==> src/rtl/frame_update_scheduler_pkg.sv <==
// rtl/frame_update_scheduler_pkg.sv - shared state encoding and default sizing for the frame update scheduler
package frame_update_scheduler_pkg;

  typedef enum logic [1:0] {IDLE, SCAN, GRANT, FINISH} sched_state_t;

  localparam int SCHED_N_REQ   = 4;
  localparam int SCHED_TIMEOUT = 1024;

endpackage

==> src/rtl/frame_update_scheduler_edge_detect.sv <==
// rtl/frame_update_scheduler_edge_detect.sv - registered rising-edge detector for timing strobes
module frame_update_scheduler_edge_detect (
  input  logic pixel_clk,
  input  logic reset,
  input  logic sig_in,
  output logic rise
);

  logic sig_q;
  logic sig_d;

  always_comb begin
    sig_d = sig_in;
  end

  always_ff @(posedge pixel_clk or posedge reset) begin
    if (reset) begin
      sig_q <= 1'b0;
    end else begin
      sig_q <= sig_d;
    end
  end

  assign rise = sig_in & ~sig_q;

endmodule

==> src/rtl/frame_update_scheduler.sv <==
// rtl/frame_update_scheduler.sv - per-frame rotating, watchdog-bounded grant sequencer run during vertical blanking
module frame_update_scheduler
  import frame_update_scheduler_pkg::*;
#(
  parameter int N_REQ   = SCHED_N_REQ,
  parameter int TIMEOUT = SCHED_TIMEOUT,
  parameter int FCNT_W  = 16
) (
  input  logic              pixel_clk,
  input  logic              reset,
  input  logic              vsync,
  input  logic              video_on,
  input  logic [N_REQ-1:0]  req,
  input  logic [N_REQ-1:0]  done,
  output logic [N_REQ-1:0]  grant,
  output logic              busy,
  output logic              frame_done,
  output logic              timeout_err,
  output logic              overrun,
  output logic [FCNT_W-1:0] frame_cnt
);

  localparam int PW = $clog2(N_REQ);
  localparam int TW = $clog2(TIMEOUT);
  localparam int SW = PW + 1;
  localparam logic [PW-1:0] PTR_LAST = PW'(N_REQ - 1);
  localparam logic [SW-1:0] SRV_ALL  = SW'(N_REQ);
  localparam logic [SW-1:0] SRV_LAST = SW'(N_REQ - 1);
  localparam logic [TW-1:0] TMR_LAST = TW'(TIMEOUT - 1);

  function automatic logic [PW-1:0] next_idx(input logic [PW-1:0] idx);
    return (idx == PTR_LAST) ? '0 : idx + 1'b1;
  endfunction

  logic vs_rise;
  logic von_rise;

  frame_update_scheduler_edge_detect u_vsync_edge (
    .pixel_clk (pixel_clk),
    .reset     (reset),
    .sig_in    (vsync),
    .rise      (vs_rise)
  );

  frame_update_scheduler_edge_detect u_video_on_edge (
    .pixel_clk (pixel_clk),
    .reset     (reset),
    .sig_in    (video_on),
    .rise      (von_rise)
  );

  sched_state_t      state_q, state_d;
  logic [PW-1:0]     ptr_q, ptr_d;
  logic [PW-1:0]     start_q, start_d;
  logic [SW-1:0]     served_q, served_d;
  logic [TW-1:0]     timer_q, timer_d;
  logic [N_REQ-1:0]  grant_q, grant_d;
  logic              busy_q, busy_d;
  logic              frame_done_q, frame_done_d;
  logic              timeout_err_q, timeout_err_d;
  logic              overrun_q, overrun_d;
  logic [FCNT_W-1:0] frame_cnt_q, frame_cnt_d;

  always_comb begin
    state_d       = state_q;
    ptr_d         = ptr_q;
    start_d       = start_q;
    served_d      = served_q;
    timer_d       = timer_q;
    grant_d       = grant_q;
    frame_cnt_d   = frame_cnt_q;
    frame_done_d  = 1'b0;
    timeout_err_d = 1'b0;
    overrun_d     = (state_q != IDLE) && vs_rise;

    case (state_q)
      IDLE: begin
        if (vs_rise) begin
          state_d  = SCAN;
          ptr_d    = start_q;
          served_d = '0;
        end
      end
      SCAN: begin
        if (von_rise) begin
          grant_d   = '0;
          overrun_d = 1'b1;
          state_d   = IDLE;
        end else if (served_q == SRV_ALL) begin
          state_d = FINISH;
        end else if (req[ptr_q]) begin
          grant_d        = '0;
          grant_d[ptr_q] = 1'b1;
          timer_d        = '0;
          state_d        = GRANT;
        end else begin
          served_d = served_q + 1'b1;
          ptr_d    = next_idx(ptr_q);
          if (served_q == SRV_LAST) begin
            state_d = FINISH;
          end
        end
      end
      GRANT: begin
        if (von_rise) begin
          grant_d   = '0;
          overrun_d = 1'b1;
          state_d   = IDLE;
        end else begin
          timer_d = timer_q + 1'b1;
          // done outranks the watchdog when both land on the same cycle
          if (done[ptr_q] || (timer_q == TMR_LAST)) begin
            grant_d       = '0;
            timeout_err_d = ~done[ptr_q];
            served_d      = served_q + 1'b1;
            ptr_d         = next_idx(ptr_q);
            state_d       = SCAN;
          end
        end
      end
      FINISH: begin
        frame_done_d = 1'b1;
        frame_cnt_d  = frame_cnt_q + 1'b1;
        start_d      = next_idx(start_q);
        state_d      = IDLE;
      end
      default: state_d = IDLE;
    endcase

    busy_d = (state_d != IDLE);
  end

  always_ff @(posedge pixel_clk or posedge reset) begin
    if (reset) begin
      state_q       <= IDLE;
      ptr_q         <= '0;
      start_q       <= '0;
      served_q      <= '0;
      timer_q       <= '0;
      grant_q       <= '0;
      busy_q        <= 1'b0;
      frame_done_q  <= 1'b0;
      timeout_err_q <= 1'b0;
      overrun_q     <= 1'b0;
      frame_cnt_q   <= '0;
    end else begin
      state_q       <= state_d;
      ptr_q         <= ptr_d;
      start_q       <= start_d;
      served_q      <= served_d;
      timer_q       <= timer_d;
      grant_q       <= grant_d;
      busy_q        <= busy_d;
      frame_done_q  <= frame_done_d;
      timeout_err_q <= timeout_err_d;
      overrun_q     <= overrun_d;
      frame_cnt_q   <= frame_cnt_d;
    end
  end

  assign grant       = grant_q;
  assign busy        = busy_q;
  assign frame_done  = frame_done_q;
  assign timeout_err = timeout_err_q;
  assign overrun     = overrun_q;
  assign frame_cnt   = frame_cnt_q;

endmodule

==> config.mk <==
export PLATFORM = sky130hd
export DESIGN_NAME = frame_update_scheduler
export DESIGN_NICKNAME = d
export VERILOG_FILES = /design/src/rtl/frame_update_scheduler_pkg.sv /design/src/rtl/frame_update_scheduler_edge_detect.sv /design/src/rtl/frame_update_scheduler.sv
export SDC_FILE = /design/constraint.sdc
export NUM_CORES = 1
export LEC_CHECK = 0
export ABC_AREA = 1
export CORE_MARGIN = 1
export CORE_UTILIZATION = 54
export CTS_CLUSTER_DIAMETER = 40
export DETAILED_ROUTE_END_ITERATION = 12
export PLACE_DENSITY = 0.82
export SLEW_MARGIN = 40
export SYNTH_ARGS = -nofsm -noshare
export SYNTH_HDL_FRONTEND = slang
export SYNTH_SLANG_ARGS = --single-unit
==> constraint.sdc <==
create_clock -name pixel_clk -period 2.5 [get_ports pixel_clk]
set_clock_uncertainty 0.2 [all_clocks]
set_input_delay 0.625 -clock pixel_clk [delete_from_list [all_inputs] [get_ports pixel_clk]]
set_output_delay 0.625 -clock pixel_clk [all_outputs]
set_load 0.05 [all_outputs]
==> impl_metrics.toml, run 1 <==
[route]
ant_nets = 0
drt_iter0_drc = 120
vias_per_cell = 5.180
wl_per_cell_um = 12.74
wl_um = 4944
drc_errors = 0
num_vias = 2010
firstDrtPassIters = 4

[setup_path]
crit_buf_inv = 1
critPathMaxStageDelay_ps = 850
crit_family = "buffers and inverters"
cp_cell_sequence = "clkdlybuf4s50_1"
start_kind = "register"
crit_fanout = 6
critPathSlowestCell = "clkdlybuf4s50_1"
worstPathArrival_ps = 1610
end_kind = "output pin"
critPathKind = "reg -> out"
required_ps = 1670
regToRegSetupSlack_ps = 390

[synthesis]
synth_seq_cells = 45
synth_fp_nets = 319
synth_edf_count = 0
yosys_warnings = 0
ys.flop_type = "dfrtp_1"
synth_cells = 293
synth_sequential_area_ratio_pct = 44.64
synth_cell_types = 35
avgSynthCellArea_um2 = 8.609
synth-async-reset-ratio_pct = 100.0
synth_area_um2 = 2522

[grt]
grt_first_pass_wirelength_um = 8273
antenna_found_initial = 0
track_usage_pct = 21.25
grt_pass1_vias = 1758
grt_max_degree = 46
overflow = 0

[hold_path]
min_path_type = "reg -> reg"

[timing]
finalSetupViolCount = 0
rsz0062_at_grt = "false"
fmax_mhz = 409.9
fin_crit_sh_pct = 97.59
min_period_ps = 2440
slew_violations = 0
final.setup.tns_ps = 0
slew_headroom_pct = 65.33
hold_violations = 0
whs_ps = 298.3
worstMarginPinSlew_ps = 518.4

[clocking]
clk_latency_ps = 290
cts.clk_slew.worst_paths_ps = 90
cts.sinks = 45
clk_path_buf_depth = 2
htreeDepth = 2
cts_hold_repair.buffers = 0
cts-root-buf = "clkbuf_8"
cts_resized = 0
cts_tree = "built"
post_cts_buffers = 0
tritoncts.num_buffers = 5

[power_and_ir_drop]
p_per_area_nw_per_um2 = 942.8
p_leak_uw = 0.001462
ir_drop_v = 0.0007786

[final_layout]
nFillCells = 344
layout.cells.non_filler = 388
nets = 361
drive_gt1_share_pct = 10.71
antenna_cells = 0
ff_latch_area_um2 = 1126
syn_to_final_growth_pct = 20.39
design_area_um2 = 3037
multi_input_area_um2 = 1219
layout_common_cells = "nand2_1, dfrtp_1, inv_1"
final_common_cell = "nand2_1"

[placed_design]
port-buffer-count = 35
gp_congestion = 0.9106
post_dp_cell_area_um2 = 2949
placed_cells = 380
hpwl_um = 3603

[floorplan]
start_util_pct = 57.14
pin_count = 36
coreArea_um2 = 4414
die_height_um = 70.35
dieArea_um2 = 4948
dieWidth_um = 70.35
fp-row-count = 24

[outcome]
status = "finished, final reports clean"

[flow_run]
maxCapViolCount = 0
[worst paths after layout]
check | start | endpoint | depth (start not counted)
setup / recovery | frame_cnt[5] | frame_cnt[5] | 1
hold / removal | grant[2] | grant[2] | 2
setup reg to reg | state_q[0] | timer_q[4] | 8
hold reg to reg | grant[2] | grant[2] | 2
max in group asynchronous | reset | u_vsync_edge.sig_q | 3
min in group asynchronous | reset | frame_cnt[13] | 3
[report_power, final]
group          total (uW)  switching (uW)  internal [uW]
Combinational        1410             942            466
Clock                 443             245            197
Sequential           1010             142            870
Total                2860            1330           1530
[metal layers]
metal,global-route usage (%),wire length (um),share of wire [%]
met1,29.04,2311,47
met3,4.762,207,4.2
met2,34.18,2369,48
met5,0,0,0
met4,5.333,56,1.1
[cell usage after synthesis (all sizes together), types with 2 or more instances]
| cell | number | area [um2] |
|---|---|---|
| nand3 | 23 | 140.1 |
| xor2 | 13 | 113.9 |
| a21oi | 7 | 35.03 |
| o31ai | 3 | 27.52 |
| nand2 | 74 | 302.8 |
| buf | 2 | 16.26 |
| dfrtp | 45 | 1126 |
| nor3 | 6 | 40.04 |
| xnor2 | 5 | 43.79 |
| ha | 14 | 175.2 |
| o21ai | 15 | 75.07 |
| nor2 | 22 | 107.6 |
| nand4 | 12 | 81.33 |
| inv | 42 | 157.7 |
[layout make-up]
class	instances	area share (%)
clock buffers	6	2.390
clock inverters	2	0.4944
inverters	43	5.315
multi-input cells	203	40.13
flip-flops and latches	45	37.08
well taps	52	2.143
repair buffers	37	12.44
[kinds of logic after synthesis]
group	synth area share (%)
simple gates	27.68
compound gates	7.044
mux	0.3968
fa+ha+maj	6.945
flops	44.64
buf+inv	7.043
xor+xnor	6.250
[through the flow]
step                      worst slack (ps)  total power [uW]  util, %
after floorplan                      577.4              2053        -
after global placement               184.1              2382    66.81
after detailed placement             104.3              2415    66.81
after CTS                            51.26              2871    68.79
after global routing                 5.537              3056    68.79
final                                60.15              2863    68.79
[state kept, by name (all words and copies together), names as in the netlist]
| register | cells |
|---|---|
| timer_q | 10 |
| start_q | 2 |
| frame_cnt | 16 |
| ptr_q | 2 |
| u_vsync_edge.sig_q | 1 |
| state_q | 2 |
| grant | 4 |
| u_video_on_edge.sig_q | 1 |
| timeout_err | 1 |
| served_q | 3 |
| frame_done | 1 |
| busy | 1 |
| overrun | 1 |
Note: power is estimated with default switching activity, not from simulation.
==> run 2, diff against run 1 <==
ABC_AREA = default   (was 1)
GPL_ROUTABILITY_DRIVEN = 0   (was default)
PLACE_DENSITY = 0.83   (was 0.82)
==> impl_metrics.toml, run 2 <==
[clocking]
cts.clk_slew.worst_paths_ps = 80
htreeDepth = 2
cts_resized = 0
post_cts_buffers = 0
cts-root-buf = "clkbuf_8"
cts_hold_repair.buffers = 0
cts_tree = "built"
cts.sinks = 45
clk_latency_ps = 290
clk_path_buf_depth = 2
tritoncts.num_buffers = 5

[route]
wl_um = 4554
wl_per_cell_um = 14.50
firstDrtPassIters = 4
routedLengthMet1_um = 2239
drt_iter0_drc = 102
drc_errors = 0
wl_met3_um = 177
vias_per_cell = 5.643
wl_met2_um = 2079
ant_nets = 0
num_vias = 1772
maxUsedRoutingLayer = "met4"

[power_and_ir_drop]
p_per_area_nw_per_um2 = 946.9
internal_power_uw = 1686
seqPwrFrac_pct = 35.3
ir_drop_v = 0.0005463
netSwitchingFraction_pct = 39.01
p_leak_uw = 0.001323
clockPowerShare_pct = 18.6
p_sw_uw = 1078
combinationalPowerShare_pct = 46.1

[hold_path]
whs_path_depth = 1
min_path_type = "reg -> reg"

[final_layout]
largest_reg_flops = 16
layout_common_cells = "dfrtp_1, clkdlybuf4s50_1, inv_1"
drive_gt1_share_pct = 9.091
antenna_cells = 0
utilization_pct = 70.93
final_common_cell = "dfrtp_1"
nets = 290
syn_to_final_growth_pct = 23.31
design_area_um2 = 2919

[synthesis]
ys_top_cells_by_area = "dfrtp_1, ha_1, o31ai_1"
avgSynthCellArea_um2 = 10.62
synth_area_leader_cell = "dfrtp_1"
synthDominantCellAreaShare_pct = 47.57
synth_edf_count = 0
synth_seq_cells = 45
ys.flop_type = "dfrtp_1"
synth_fp_nets = 249
ys_top_cells_by_count = "dfrtp_1, inv_1, nand2_1, ha_1, o31ai_1"
synth-async-reset-ratio_pct = 100.0
synth_cell_types = 49
synth_area_um2 = 2367
yosys_warnings = 0
synth_cells = 223
yosysMostFrequentCell = "dfrtp_1"
synth_sequential_area_ratio_pct = 47.57

[setup_path]
start_kind = "input pin"
cp_cell_sequence = "clkdlybuf4s50_1 > mux4_2 > o31a_1 > a211o_1 > mux2i_1"
cp.depth = 5
r2r_cells = 4
worstPathArrival_ps = 2390
crit_fanout = 5
critPathKind = "in -> reg"
critPathMaxStageDelay_ps = 520
crit_buf_inv = 1
end_kind = "register"
required_ps = 2470
critPathSlowestCell = "mux4_2"
crit_family = "multiplexers"

[grt]
grt_pass1_vias = 1592
overflow = 0
track_usage_pct = 21.88
grt_first_pass_wirelength_um = 7362
grt_max_degree = 21
antenna_found_initial = 0

[timing]
min_period_ps = 2423
worstMarginPinSlew_ps = 682.6
setup_ws_ps = 77.41
rsz0062_at_grt = "false"
slew_headroom_pct = 54.18
fmax_mhz = 412.8
slew_violations = 0
hold_violations = 0
fin_crit_sh_pct = 96.90
finalSetupViolCount = 0

[floorplan]
pin_count = 36
coreArea_um2 = 4115
die_height_um = 68.21
dieArea_um2 = 4653
dieWidth_um = 68.21
fp-row-count = 23
start_util_pct = 57.53

[flow_run]
maxCapViolCount = 0

[placed_design]
port-buffer-count = 35
hpwl_um = 3437
post_dp_cell_area_um2 = 2815
dp_slack_ps = -220.8

[outcome]
status = "finished, final reports clean"
[run 2: changes by cell type after synthesis, moves of 8 or more]
cell | before | now
nand2_1 | 70 | 15
inv_1 | 37 | 17
nand3_1 | 18 | 8
o31ai_1 | 2 | 12
o21ai_1 | 9 | 1
[run 2: stage by stage]
step / instances / TNS [ps] / hold WS (ps) / power, uW
3_3_place_gp: 307 / -1328 / 254.8 / 2226
4_1_cts: 314 / 0 / 290.1 / 2784
2_1_floorplan: 223 / 0 / 244.0 / 1905
6_report: 314 / 0 / 275.2 / 2764
5_1_grt: 314 / 0 / 303.9 / 2944
3_5_place_dp: 307 / -1653 / 278.8 / 2257
[run 2: power groups by stage]
stage | clock [uW] | sequential [uW] | combinational (uW)
5_1_grt | 564 | 997 | 1380
3_5_place_dp | 0 | 989 | 1270
6_report | 515 | 976 | 1270
3_3_place_gp | 0 | 988 | 1240
4_1_cts | 534 | 977 | 1270
2_1_floorplan | 0 | 1170 | 738
[run 2: per-layer routing]
| layer | vias up | track usage [%] |
|---|---|---|
| li1 | 882 | - |
| met1 | 841 | 31.20 |
| met2 | 43 | 32.23 |
| met3 | 6 | 5.333 |
| met4 | 0 | 7.552 |
| met5 | - | 0 |
[run 2: area by class of cell]
class / count / area [um2]
Clock inverter: 2 / 35.03
Fill cell: 308 / 1196
Sequential cell: 45 / 1126
Tap cell: 50 / 62.56
Multi-Input combinational cell: 150 / 1125
Inverter: 17 / 63.81
Timing Repair Buffer: 45 / 437.9
Clock buffer: 5 / 68.82
[run 2: cells by family (layout without fill, tap and decap cells)]
| logic type | after synthesis | count (layout) | synth area share [%] |
|---|---|---|---|
| AOI/OAI and AO/OA | 48 | 48 | 14.69 |
| xor gates and xnor gates | 15 | 15 | 5.550 |
| adders and majority gates | 14 | 14 | 7.400 |
| buffers and inverters | 28 | 69 | 4.915 |
| DFF | 45 | 45 | 47.57 |
| muxes | 12 | 12 | 6.448 |
| and+or+nand+nor | 61 | 61 | 13.43 |
[run 2: path summary, 6_finish.rpt]
kind	from	end	slack, ps
max reg2reg	ptr_q[0]	served_q[2]	310
max in group asynchronous	reset	timer_q[3]	1040
max	req[0]	served_q[2]	80
min	frame_cnt[15]	frame_cnt[15]	280
min in group asynchronous	reset	frame_cnt[15]	430
min reg2reg	frame_cnt[15]	frame_cnt[15]	280
